### config.mk
export PLATFORM = sky130hd
export DESIGN_NAME = alu_sequencer_flat
export DESIGN_NICKNAME = d
export VERILOG_FILES = /design/src/rtl/alu_sequencer_if.sv /design/src/rtl/alu_sequencer.sv /design/src/flat_wrapper.sv
export SDC_FILE = /design/constraint.sdc
export NUM_CORES = 1
export LEC_CHECK = 0
export BUFFER_PORTS_ARGS = -buffer_cell sky130_fd_sc_hd__buf_2
export CORE_ASPECT_RATIO = 0.9
export CORE_MARGIN = 4
export CORE_UTILIZATION = 50
export DETAILED_ROUTE_END_ITERATION = 7
export GPL_TIMING_DRIVEN = 0
export PLACE_DENSITY = 0.79
export SYNTH_ARGS = -nofsm -noshare
export SYNTH_HDL_FRONTEND = slang
export SYNTH_SLANG_ARGS = --single-unit
### constraint.sdc
create_clock -name clk -period 2.43 [get_ports clk]
set_clock_uncertainty 0.2 [all_clocks]
set_input_delay 0.486 -clock clk [delete_from_list [all_inputs] [get_ports clk]]
set_output_delay 0.486 -clock clk [all_outputs]
set_load 0.02 [all_outputs]
### src/rtl/alu_sequencer_if.sv
// Request, response and ALU-side signals of the ALU sequencer, grouped so the
// sequencer (slave) and its environment (master: requester plus ALU) share one bundle.
interface alu_sequencer_if #(
  parameter int DATA_WIDTH = 32
);
  logic                  req_valid;
  logic                  req_ready;
  logic [3:0]            req_cmd;
  logic [DATA_WIDTH-1:0] req_a;
  logic [DATA_WIDTH-1:0] req_b;

  logic                  rsp_valid;
  logic                  rsp_ready;
  logic [DATA_WIDTH-1:0] rsp_result;
  logic                  rsp_bcond;
  logic                  rsp_err;

  logic [6:0]            alu_op;
  logic [DATA_WIDTH-1:0] alu_in_1;
  logic [DATA_WIDTH-1:0] alu_in_2;
  logic [DATA_WIDTH-1:0] alu_result;
  logic                  alu_bcond;

  modport slave (
    input  req_valid, req_cmd, req_a, req_b, rsp_ready, alu_result, alu_bcond,
    output req_ready, rsp_valid, rsp_result, rsp_bcond, rsp_err,
           alu_op, alu_in_1, alu_in_2
  );

  modport master (
    output req_valid, req_cmd, req_a, req_b, rsp_ready, alu_result, alu_bcond,
    input  req_ready, rsp_valid, rsp_result, rsp_bcond, rsp_err,
           alu_op, alu_in_1, alu_in_2
  );
endinterface

### src/rtl/alu_sequencer.sv
// Command sequencer in front of an external combinational ALU; multi-bit shifts
// are built by iterating the ALU's single-bit shift operations.
module alu_sequencer #(
  parameter int DATA_WIDTH = 32
) (
  input logic            clk,
  input logic            reset_n,
  alu_sequencer_if.slave bus
);
  typedef enum logic [1:0] {IDLE, EXEC, SHIFT, RESP} state_t;

  localparam logic [6:0] OP_ZERO = 7'h0F;
  localparam logic [6:0] OP_ID   = 7'h02;

  state_t                state_q, state_d;
  logic [3:0]            cmd_q;
  logic [DATA_WIDTH-1:0] a_q, b_q, acc_q, result_q;
  logic [4:0]            cnt_q;
  logic                  bcond_q, err_q;

  logic [6:0]            exec_op, shift_op, alu_op;
  logic [DATA_WIDTH-1:0] alu_in_1, alu_in_2;
  logic                  cmd_branch, cmd_illegal, req_shift;

  assign cmd_branch  = (cmd_q[3:2] == 2'b10);
  assign cmd_illegal = (cmd_q >= 4'd13);
  assign req_shift   = (bus.req_cmd inside {4'd5, 4'd6, 4'd7}) && (bus.req_b[4:0] != 5'd0);

  // A shift by zero reaches EXEC and degenerates to the identity operation.
  always_comb begin
    exec_op = OP_ZERO;
    case (cmd_q)
      4'd0:                exec_op = 7'h00;
      4'd1:                exec_op = 7'h01;
      4'd2:                exec_op = 7'h04;
      4'd3:                exec_op = 7'h05;
      4'd4:                exec_op = 7'h08;
      4'd5, 4'd6, 4'd7:    exec_op = OP_ID;
      4'd8:                exec_op = 7'h41;
      4'd9:                exec_op = 7'h51;
      4'd10:               exec_op = 7'h61;
      4'd11:               exec_op = 7'h71;
      4'd12:               exec_op = 7'h0E;
      default:             exec_op = OP_ZERO;
    endcase
  end

  always_comb begin
    shift_op = 7'h0A;
    case (cmd_q)
      4'd6:    shift_op = 7'h0B;
      4'd7:    shift_op = 7'h0D;
      default: shift_op = 7'h0A;
    endcase
  end

  always_comb begin
    state_d  = state_q;
    alu_op   = OP_ZERO;
    alu_in_1 = '0;
    alu_in_2 = '0;
    case (state_q)
      IDLE: begin
        if (bus.req_valid) state_d = req_shift ? SHIFT : EXEC;
      end
      EXEC: begin
        alu_op   = exec_op;
        alu_in_1 = a_q;
        alu_in_2 = b_q;
        state_d  = RESP;
      end
      SHIFT: begin
        alu_op   = shift_op;
        alu_in_1 = acc_q;
        if (cnt_q == 5'd1) state_d = RESP;
      end
      RESP: begin
        if (bus.rsp_ready) state_d = IDLE;
      end
      default: state_d = IDLE;
    endcase
  end

  always_ff @(posedge clk) begin
    if (!reset_n) begin
      state_q  <= IDLE;
      cmd_q    <= '0;
      a_q      <= '0;
      b_q      <= '0;
      acc_q    <= '0;
      cnt_q    <= '0;
      result_q <= '0;
      bcond_q  <= 1'b0;
      err_q    <= 1'b0;
    end else begin
      state_q <= state_d;
      case (state_q)
        IDLE: begin
          if (bus.req_valid) begin
            cmd_q <= bus.req_cmd;
            a_q   <= bus.req_a;
            b_q   <= bus.req_b;
            acc_q <= bus.req_a;
            cnt_q <= bus.req_b[4:0];
          end
        end
        EXEC: begin
          result_q <= cmd_illegal ? '0 : bus.alu_result;
          bcond_q  <= cmd_branch & bus.alu_bcond;
          err_q    <= cmd_illegal;
        end
        SHIFT: begin
          acc_q <= bus.alu_result;
          cnt_q <= cnt_q - 5'd1;
          if (cnt_q == 5'd1) begin
            result_q <= bus.alu_result;
            bcond_q  <= 1'b0;
            err_q    <= 1'b0;
          end
        end
        default: ;
      endcase
    end
  end

  assign bus.req_ready  = (state_q == IDLE);
  assign bus.rsp_valid  = (state_q == RESP);
  assign bus.rsp_result = result_q;
  assign bus.rsp_bcond  = bcond_q;
  assign bus.rsp_err    = err_q;
  assign bus.alu_op     = alu_op;
  assign bus.alu_in_1   = alu_in_1;
  assign bus.alu_in_2   = alu_in_2;
endmodule

### src/flat_wrapper.sv
// flat-port wrapper written by rule: the top's interface ports become plain ports
module alu_sequencer_flat 
#(
  parameter int DATA_WIDTH = 32
)
  (clk, reset_n, bus_req_valid, bus_req_cmd, bus_req_a, bus_req_b, bus_rsp_ready, bus_alu_result, bus_alu_bcond, bus_req_ready, bus_rsp_valid, bus_rsp_result, bus_rsp_bcond, bus_rsp_err, bus_alu_op, bus_alu_in_1, bus_alu_in_2);
  alu_sequencer_if #(.DATA_WIDTH(DATA_WIDTH)) bus_i ();
  input logic clk;
  input logic reset_n;
  input wire logic [$bits(bus_i.req_valid)-1:0] bus_req_valid;
  input wire logic [$bits(bus_i.req_cmd)-1:0] bus_req_cmd;
  input wire logic [$bits(bus_i.req_a)-1:0] bus_req_a;
  input wire logic [$bits(bus_i.req_b)-1:0] bus_req_b;
  input wire logic [$bits(bus_i.rsp_ready)-1:0] bus_rsp_ready;
  input wire logic [$bits(bus_i.alu_result)-1:0] bus_alu_result;
  input wire logic [$bits(bus_i.alu_bcond)-1:0] bus_alu_bcond;
  output wire logic [$bits(bus_i.req_ready)-1:0] bus_req_ready;
  output wire logic [$bits(bus_i.rsp_valid)-1:0] bus_rsp_valid;
  output wire logic [$bits(bus_i.rsp_result)-1:0] bus_rsp_result;
  output wire logic [$bits(bus_i.rsp_bcond)-1:0] bus_rsp_bcond;
  output wire logic [$bits(bus_i.rsp_err)-1:0] bus_rsp_err;
  output wire logic [$bits(bus_i.alu_op)-1:0] bus_alu_op;
  output wire logic [$bits(bus_i.alu_in_1)-1:0] bus_alu_in_1;
  output wire logic [$bits(bus_i.alu_in_2)-1:0] bus_alu_in_2;
  assign bus_i.req_valid = bus_req_valid;
  assign bus_i.req_cmd = bus_req_cmd;
  assign bus_i.req_a = bus_req_a;
  assign bus_i.req_b = bus_req_b;
  assign bus_i.rsp_ready = bus_rsp_ready;
  assign bus_i.alu_result = bus_alu_result;
  assign bus_i.alu_bcond = bus_alu_bcond;
  assign bus_req_ready = bus_i.req_ready;
  assign bus_rsp_valid = bus_i.rsp_valid;
  assign bus_rsp_result = bus_i.rsp_result;
  assign bus_rsp_bcond = bus_i.rsp_bcond;
  assign bus_rsp_err = bus_i.rsp_err;
  assign bus_alu_op = bus_i.alu_op;
  assign bus_alu_in_1 = bus_i.alu_in_1;
  assign bus_alu_in_2 = bus_i.alu_in_2;
  alu_sequencer #(.DATA_WIDTH(DATA_WIDTH)) u_core (.clk(clk), .reset_n(reset_n), .bus(bus_i));
endmodule
Word level (Yosys, flattened, before mapping)
Memories as Yosys holds them, arrays and structs flattened. A register that Yosys moved wholly into a read port is not among the register bits.
Index checks and enable logic that the tools add are counted.
{ "op_classes": {"addsub": 1, "magnitude_cmp": 1, "n_eq_ne": 13, "n_mux": 21, "bitwise_logic": 1, "n_reduce_logical": 10} }
{ "op_table": {"columns": ["operator", "count"], "rows": [
  ["$pmux W32 S2", 3],
  ["$mux W32", 4],
  ["$eq A4 B3 Y1 const B", 5],
  ["$pmux W7 S2", 1],
  ["$pmux W5 S2", 1],
  ["$mux W2", 4],
  ["$mux W4", 2],
  ["$pmux W2 S4", 1],
  ["$eq A2 B2 Y1 const B", 3],
  ["$pmux W3 S2", 1],
  ["$reduce_and A2 Y1", 3],
  ["$eq A5 B1 Y1 const B", 1],
  ["$mux W5", 1],
  ["$reduce_bool A5 Y1", 1],
  ["$sub A5 B1 Y5 const B", 1],
  ["$ge A4 B4 Y1 const B", 1],
  ["$ne A2 B2 Y1 const B", 2],
  ["$pmux W1 S2", 2],
  ["$reduce_bool A2 Y1", 2],
  ["$reduce_and A3 Y1", 1],
  ["$reduce_bool A3 Y1", 1],
  ["$eq A2 B1 Y1 const B", 1],
  ["$logic_not A2 Y1", 1],
  ["$ne A2 B1 Y1 const B", 1],
  ["3 further kinds", 3]
]} }
{ "totals": {"reg_bits": 141, "rom_bits": 112, "word_cells": 57, "memories": 1} }
{ "mem_list": {"columns": ["name", "depth", "width", "read_ports", "rd_clocked_by_memory_dff", "write_ports", "line", "rtl"], "rows": [
  ["(no name shown)", 16, 7, 1, 1, 0, "alu_sequencer.sv:32", "case (cmd_q)"]
]} }

Depth between registers and ports, before layout
Gate-level depths: netlist of run 1.
{ "logic_depth": {"depth_word": 6, "depth_mapped": 9, "depth_no_buf": 7} }

Least setup slack after synthesis of run 1
No wires, ideal clock.
{ "synth_path": {"path_type": "flip-flop to output port", "startpoint": "register u_core.state_q[0]", "endpoint": "output port bus_alu_in_1[0]", "t_arrival_ns": 1.732, "setup_slack_ns": 0.012, "stages_incl_launch_ff": 7, "n_path_buf": 1, "cell_sequence": "dfxtp_1 > inv_1 > ha_1 > inv_1 > nor2_1 > clkbuf_1 > a22o_1"} }
{ "synth_via": {"elab_chain_len": 2, "elab_cells_between_ends": 3, "classes_between": "2 x eq/ne; 1 x mux"} }
{ "synth_rtl": {"columns": ["element", "line", "rtl"], "rows": [
  ["from (decl)", "alu_sequencer.sv:15", "state_t state_q, state_d;"],
  ["from (signal assigned)", "alu_sequencer.sv:96", "state_q <= state_d;"],
  ["$eq A2 B2 Y1 / $eq A2 B1 Y1 (equally long branches)", "alu_sequencer.sv:62", "case (state_q)"],
  ["$pmux W32 S2 (*)", "alu_sequencer.sv:62", null],
  ["to (decl)", "flat_wrapper.sv:23", "output wire logic [$bits(bus_i.alu_in_1)-1:0] bus_alu_in_1;"]
]} }
Every way passes the cells marked *; elsewhere a longest branch is shown, timed or not.

Worst setup path in the final report of run 1
{ "layout_path": {"startpoint": "register u_core.state_q[0]", "endpoint": "output port bus_alu_in_1[23]"} }
The elaborated chain is that of the path after synthesis.

==> run_results.csv, run 1 <==
group,metric,value,unit
status,status,"finished, violations left",
status,violations,"setup timing",
clock_network,clock_sinks,148,
yosys,synthAdderAreaFrac,1.18,%
clock_network,clkLatencyLatePin,420,ps
min_path,min_from,"bus_req_b[15]",
routing,ant_nets,0,
yosys,synth_cells,772,
cells_and_area,nNetsFinal,1125,
sta,relSlewSlack,58.2,%
grt,grt_pass1_vias,6304,
power,leakage,3.85,nW
yosys,synth_top_cell_area_share,46.5,%
setup_path,worstPathRequired,1740,ps
floorplan,rows,38,
power,p_int,6.66,mW
yosys,synth_edf_count,0,
power,swShare,39.5,%
grt,met1_usage,37.7,%
routing,vias,6513,
yosys,ys_warn_count,0,
power,peakVddDrop,749,uV
clock_network,cts_hold_buf,0,
cells_and_area,area_growth,37.2,%
yosys,ys.flop_type,"dfxtp_1",
yosys,synth_compound_area_share,19.6,%
setup_path,critPathKind,"reg2out",
routing,viasPerCell,5.48,
floorplan,core,12300,um^2
yosys,async_flop_share,0,%
sta,setup_viol,44,
placement,hpwl,14400,um
placement,place.port_buffers,211,
setup_path,cpPeakStageDelay,380,ps
setup_path,rrSetupSlack,160,ps
sta,hold_ws,99.7,ps
grt,grt.met3_usage,7.48,%
yosys,synthTopCellsByArea,"dfxtp_1 (47%), nand2_1 (10%), a21oi_1 (5.5%)",
placement,dp.cells,1143,
sta,post-route-period-util,111,%
yosys,synth-simple-area-share,21.4,%
sta,hold_viol,0,
grt,grt_max_degree,17,
cells_and_area,fin_cells,1188,
yosys,synth_top_family_by_area,"simple AND/OR/NAND/NOR gates",
yosys,yosys.area.top_type,"dfxtp_1",
setup_path,r2r-start,"u_core.state_q[0]",
grt,antenna_found_initial,2,
setup_path,path_buf_inv,5,
setup_path,worstPathArrival,2000,ps
setup_path,path_depth,8,
cells_and_area,fin_area,8740,um^2
setup_path,rr_endpoint,"u_core.acc_q[18]",
grt,top_usage_layer,"met2",
routing,drt_pass1_iterations,6,
floorplan,die-area,14600,um^2
routing,first_iter_violations,644,
clock_network,htreeDepth,4,
floorplan,start_util,51.9,%
cells_and_area,layout-drive-gt1-share,29.8,%
clock_network,cts_buffer_depth,2,
sta,rsz0062_at_grt,"true",
cells_and_area,seq_area,2970,um^2
power,comb_power_share,43.7,%
yosys,synth_area,6370,um^2
power,p_per_area,1260,nW/um^2
floorplan,io_pins,212,
min_path,hp-class,"in2reg",
clock_network,cts_tree,"built",
setup_path,setup.worst_path.end_class,"output port",
yosys,synth.most_common_cell,"nand2_1",
clock_network,cts_buffers,17,
yosys,ys_ff_latch,148,
setup_path,critPathTopFamily,"buffers and inverters",
routing,wl_per_cell,17.8,um
setup_path,r2r_cells,8,
setup_path,worstSetupEndpoint,"bus_alu_in_1[23]",
cells_and_area,multi_input_area,3070,um^2
yosys,yosys-top-cells-count,"nand2_1 (172), dfxtp_1 (148), a21oi_1 (70), nor2_1 (42), nand3_1 (39)",
power,power_frac_clock,25.4,%
setup_path,crit_chain,"inv_4 -> ha_4 -> clkinvlp_4 -> nor2_4 -> buf_12 -> buf_8 -> a22o_1 -> buf_6",
setup_path,crit_start,"u_core.state_q[0]",
clock_network,path_clk_slew,60,ps
grt,grt_pass1_wl,32900,um
yosys,yosysUniqueCellTypes,42,
yosys,synth-xor-area-share,0,%
yosys,synthMuxAreaShare,5.20,%
floorplan,die_w,127,um
yosys,syn_area_per_cell,8.25,um^2
job,drv_cap,0,
yosys,yosysSeqAreaShare,46.5,%
power,seq_power_share,30.9,%
setup_path,start_kind,"flip-flop",
min_path,min_path_cells,3,
placement,gp_congestion,0.902,
sta,setup_slack,-261,ps
routing,route.detailed.drc,0,
sta,tightestPinTransition,627,ps
routing,routed_wl,21200,um
clock_network,cts_root_buffer,"clkbuf_16",
setup_path,cp_slowest_cell,"dfxtp_4",
yosys,syn_nets,883,
sta,max_freq,372,MHz
sta,final-max-slew-violation-count,0,
cells_and_area,n_fill_cell,997,
power,p_sw,4.35,mW
floorplan,die_height,115,um
sta,fin_setup_tns,-7430,ps
grt,grtUsageTotal,28.5,%
grt,overflow,0,
sta,finalCriticalPeriod,2690,ps
setup_path,path_max_fanout,6,
grt,globalRouteMet2Util,45.0,%
placement,dpl-instance-area,7630,um^2
==> metal layers <==
layer,part of all wire [%],vias up
li1,-,3139
met1,43,3025
met2,46,299
met3,7.9,50
met4,3.0,0
met5,0,-
==> timing repair <==
| action | in CTS | in global routing |
|---|---|---|
| resized for setup | 105 | 27 |
| pin swaps | 31 | 12 |
| buffers inserted | 8 | 4 |
| cloned | 3 | 0 |
| hold endpoints to repair | 0 | 0 |
| setup endpoints to repair | 101 | 108 |
==> flip-flops by register name, indices dropped and copies added (netlist names) <==
signal,flops
u_core.a_q,32
u_core.acc_q,32
u_core.b_q,32
u_core.bus.rsp_result,32
u_core.exec_op,7
u_core.cnt_q,5
u_core.cmd_q,4
u_core.state_q,2
u_core.bus.rsp_bcond,1
u_core.bus.rsp_err,1
==> stage by stage <==
step / setup WS (ps) / utilization [%] / total power [mW]
finish: -261 / 71.2 / 11.0
global route: -323 / 71.2 / 11.6
CTS: -276 / 70.6 / 10.8
detailed placement: -723 / 62.2 / 7.66
global placement: -730 / 62.2 / 7.57
floorplan: 12.2 / - / 6.30
==> kinds of logic after synthesis <==
family	count (synthesis)
multiplexers	33
AND/OR/NAND/NOR	309
adder cells (fa/ha/maj)	6
flip-flops	148
AO/OA/AOI/OAI	196
buffers and inverters	80
==> placed cells by master (no fill, tap or decap), types with 3 or more instances in the layout <==
cell and instances:
ha_1 5, buf_6 35, o21ai_1 27, a22oi_1 3, and3_1 6, a21oi_1 70
bufinv_16 4, buf_4 14, clkbuf_1 25, nand2_1 172, clkbuf_2 6, a211oi_1 33
nor2_1 41, buf_1 7, clkbuf_8 4, a22o_1 31, clkinvlp_4 3, nand3_1 39
clkbuf_16 17, buf_2 190, dfxtp_1 146, mux2i_1 32, buf_12 4, inv_1 10
buf_8 6, inv_6 3, and2_1 34, o21ai_0 18
==> final cells by class <==
class / instances / area share [%]
tap: 160 / 2.29
clock inverter: 11 / 2.00
buffer: 64 / 4.65
antenna: 2 / 0.0573
timing repair buffer: 225 / 16.1
sequential: 148 / 34.0
inverter: 14 / 0.702
clock buffer: 20 / 5.11
multi-input combinational: 544 / 35.1
==> worst min path at each step <==
stage                                 to  slack, ps
2_1_floorplan              u_core.b_q[0]        230
3_3_place_gp   u_core.bus.rsp_result[23]        230
3_5_place_dp   u_core.bus.rsp_result[24]        240
4_1_cts                   u_core.b_q[15]         90
5_1_grt                   u_core.b_q[27]        100
6_report                  u_core.b_q[15]        100
==> power by group through the flow <==
| stage | registers [mW] | clock network (mW) | logic (mW) |
|---|---|---|---|
| floorplan | 3.60 | 0 | 2.70 |
| detailed placement | 3.41 | 0 | 4.25 |
| finish | 3.40 | 2.80 | 4.82 |
| global placement | 3.39 | 0 | 4.19 |
| CTS | 3.38 | 2.81 | 4.66 |
| global route | 3.46 | 2.91 | 5.21 |
==> tightest hold or removal path, delay by kind of cell <==
family | cells | cell delay [ps]
AO/OA/AOI/OAI | 1 | 50
AND/OR/NAND/NOR | 1 | 40
buffers and inverters | 1 | 90
No activity file was read; power rests on OpenSTA's default activity.
==> run 2, diff against run 1 <==
--- a/config.mk
+++ b/config.mk
@@ -9,6 +9,7 @@
 export CORE_ASPECT_RATIO = 0.9
 export CORE_MARGIN = 4
 export CORE_UTILIZATION = 50
+export CTS_BUF_LIST = sky130_fd_sc_hd__clkbuf_8
 export DETAILED_ROUTE_END_ITERATION = 7
 export GPL_TIMING_DRIVEN = 0
 export PLACE_DENSITY = 0.79
==> constraint.sdc (replaced) <==
create_clock -name clk -period 2.43 [get_ports clk]
set_clock_uncertainty 0.2 [all_clocks]
set_input_delay 0.243 -clock clk [delete_from_list [all_inputs] [get_ports clk]]
set_output_delay 0.243 -clock clk [all_outputs]
set_load 0.02 [all_outputs]
==> run 2 against run 1 <==
Wire length increased by 9.3%. The flow still finishes with violations (setup timing). Die area unchanged. Critical path depth unchanged. Clock-buffer cell count decreased by 2. Global-route usage increased by 2.3 points. Sequential share of layout area decreased by 2.6 points. Cell count increased by 7.8%. Highest routed layer unchanged. First-iteration DRC count increased by 13%. Combinational power increased by 2%. Final area increased by 8.1%. Sequential cell count unchanged. Sequential power about the same.
==> run_results.csv, run 2 (synthesis gave the netlist of run 1 again) <==
group,metric,value,unit
sta,final-max-slew-violation-count,0,
clock_network,path_clk_slew,80,ps
power,p_total,10.4,mW
setup_path,critPathKind,"reg2out",
cells_and_area,layout-drive-gt1-share,26.9,%
grt,grt_pass1_vias,6915,
clock_network,clock_sinks,148,
grt,antenna_found_initial,0,
floorplan,core,12300,um^2
placement,pre_cts_ws,-480,ps
cells_and_area,final_cell_mix,"buf_2 (192), nand2_1 (172), dfxtp_1 (146)",
floorplan,start_util,51.9,%
power,p_per_area,1100,nW/um^2
routing,routed_wl,23200,um
setup_path,worstPathArrival,2040,ps
sta,relSlewSlack,58.2,%
routing,wl_per_cell,18.1,um
floorplan,die_height,115,um
floorplan,rows,38,
cells_and_area,layout_commonest_cell,"buf_2",
setup_path,path_max_fanout,5,
setup_path,start_kind,"flip-flop",
sta,post-route-period-util,102,%
floorplan,die_w,127,um
clock_network,htreeDepth,4,
placement,hpwl,14400,um
status,violations,"setup timing",
routing,vias,7028,
sta,finalCriticalPeriod,2480,ps
grt,grt_pass1_wl,35700,um
routing,wl_met3,1780,um
floorplan,io_pins,212,
routing,dr_wl_met2,11100,um
setup_path,setup.worst_path.end_class,"output port",
clock_network,cts_buffers,17,
cells_and_area,area_growth,48.2,%
routing,viasPerCell,5.49,
grt,grtUsageTotal,30.8,%
routing,wirelength_met1,9470,um
clock_network,cts_tree,"built",
sta,hold_viol,0,
floorplan,die-area,14600,um^2
clock_network,cts_root_buffer,"clkbuf_8",
clock_network,cts_buffer_depth,2,
clock_network,clkLatencyLatePin,450,ps
sta,rsz0062_at_grt,"true",
cells_and_area,n_fill_cell,853,
routing,drt_pass1_iterations,8,
grt,grt_max_degree,17,
setup_path,worstPathRequired,1990,ps
routing,first_iter_violations,726,
routing,ant_nets,0,
power,leakage,4.14,nW
job,drv_cap,0,
placement,gp_congestion,0.902,
cells_and_area,nNetsFinal,1219,
min_path,hp-class,"in2reg",
status,status,"finished, violations left",
placement,place.port_buffers,211,
sta,max_freq,403,MHz
routing,highest_layer,"met4",
sta,setup_slack,-53.7,ps
sta,tightestPinTransition,627,ps
grt,overflow,0,
sta,setup_viol,27,
routing,route.detailed.drc,0,
power,peakVddDrop,856,uV
## run 2: cell count changes in the layout (fill, tap and decap cells not counted), moves of 2 or more
| cell | change |
|---|---|
| inv_2 | +2 |
| buf_8 | -5 |
| dfxtp_4 | -2 |
| inv_1 | +2 |
| dfxtp_2 | +2 |
| dlygate4sd3_1 | +97 |
| clkbuf_8 | +19 |
| inv_4 | -2 |
| buf_2 | +2 |
| clkbuf_16 | -16 |
| buf_6 | -4 |
## run 2: cell type report
cell class	instances	area, um^2	area share (%)
Multi-Input combinational cell	544	3050	32.3
Inverter	14	56.3	0.596
Sequential cell	148	2970	31.4
Timing Repair Buffer	318	2310	24.5
Antenna cell	1	2.50	0.0265
Clock buffer	18	248	2.62
Tap cell	160	200	2.12
Clock inverter	13	183	1.93
Buffer	65	425	4.50
## run 2: path summary, 6_finish.rpt
path	from	endpoint	slack [ps]	cells after the start
min	bus_req_cmd[0]	u_core.cmd_q[0]	20	3
max	u_core.state_q[1]	bus_alu_in_1[22]	-50	8
max reg2reg	u_core.state_q[0]	u_core.bus.rsp_result[20]	70	8
min reg2reg	u_core.bus.rsp_result[24]	u_core.bus.rsp_result[24]	250	2
## run 2: critical path, stage by stage (launching register included)
cell and delay, ps:
dfxtp_2 360, inv_2 60, ha_4 300, clkinvlp_4 110
nor2_4 160, buf_12 140, clkbuf_8 150, a22o_1 170
buf_6 130
## run 2: per-stage QoR
stage | TNS [ps] | hold slack (ps) | instances | instance area [um^2] | utilization, %
after floorplan | 0 | 173 | 772 | 6370 | -
after global placement | -14420 | 234 | 1143 | 7630 | 62.2
after detailed placement | -16140 | 239 | 1143 | 7630 | 62.2
after CTS | -980 | 1.26 | 1278 | 9350 | 76.2
after global routing | -2250 | 71.1 | 1280 | 9440 | 77.0
final | -702 | 21.0 | 1281 | 9440 | 77.0
## run 2: repair_timing
item	CTS	global route
gates cloned	2	0
resized for setup	82	31
pin swaps	11	16
hold endpoints to repair	132	0
hold buffers	97	0
setup buffers	6	2
endpoints found under the setup margin	87	75
## run 2: where the power goes
part / internal, mW / total, mW / switching (mW)
sequential: 3.05 / 3.39 / 0.340
combinational: 1.88 / 4.90 / 3.01
clock: 1.14 / 2.12 / 0.975
total: 6.08 / 10.4 / 4.33
## run 2: layer usage
layer	vias up	GRT usage (%)
li1	3328	-
met1	3271	38.9
met2	365	51.4
met3	64	6.46
met4	0	12.8
met5	-	0
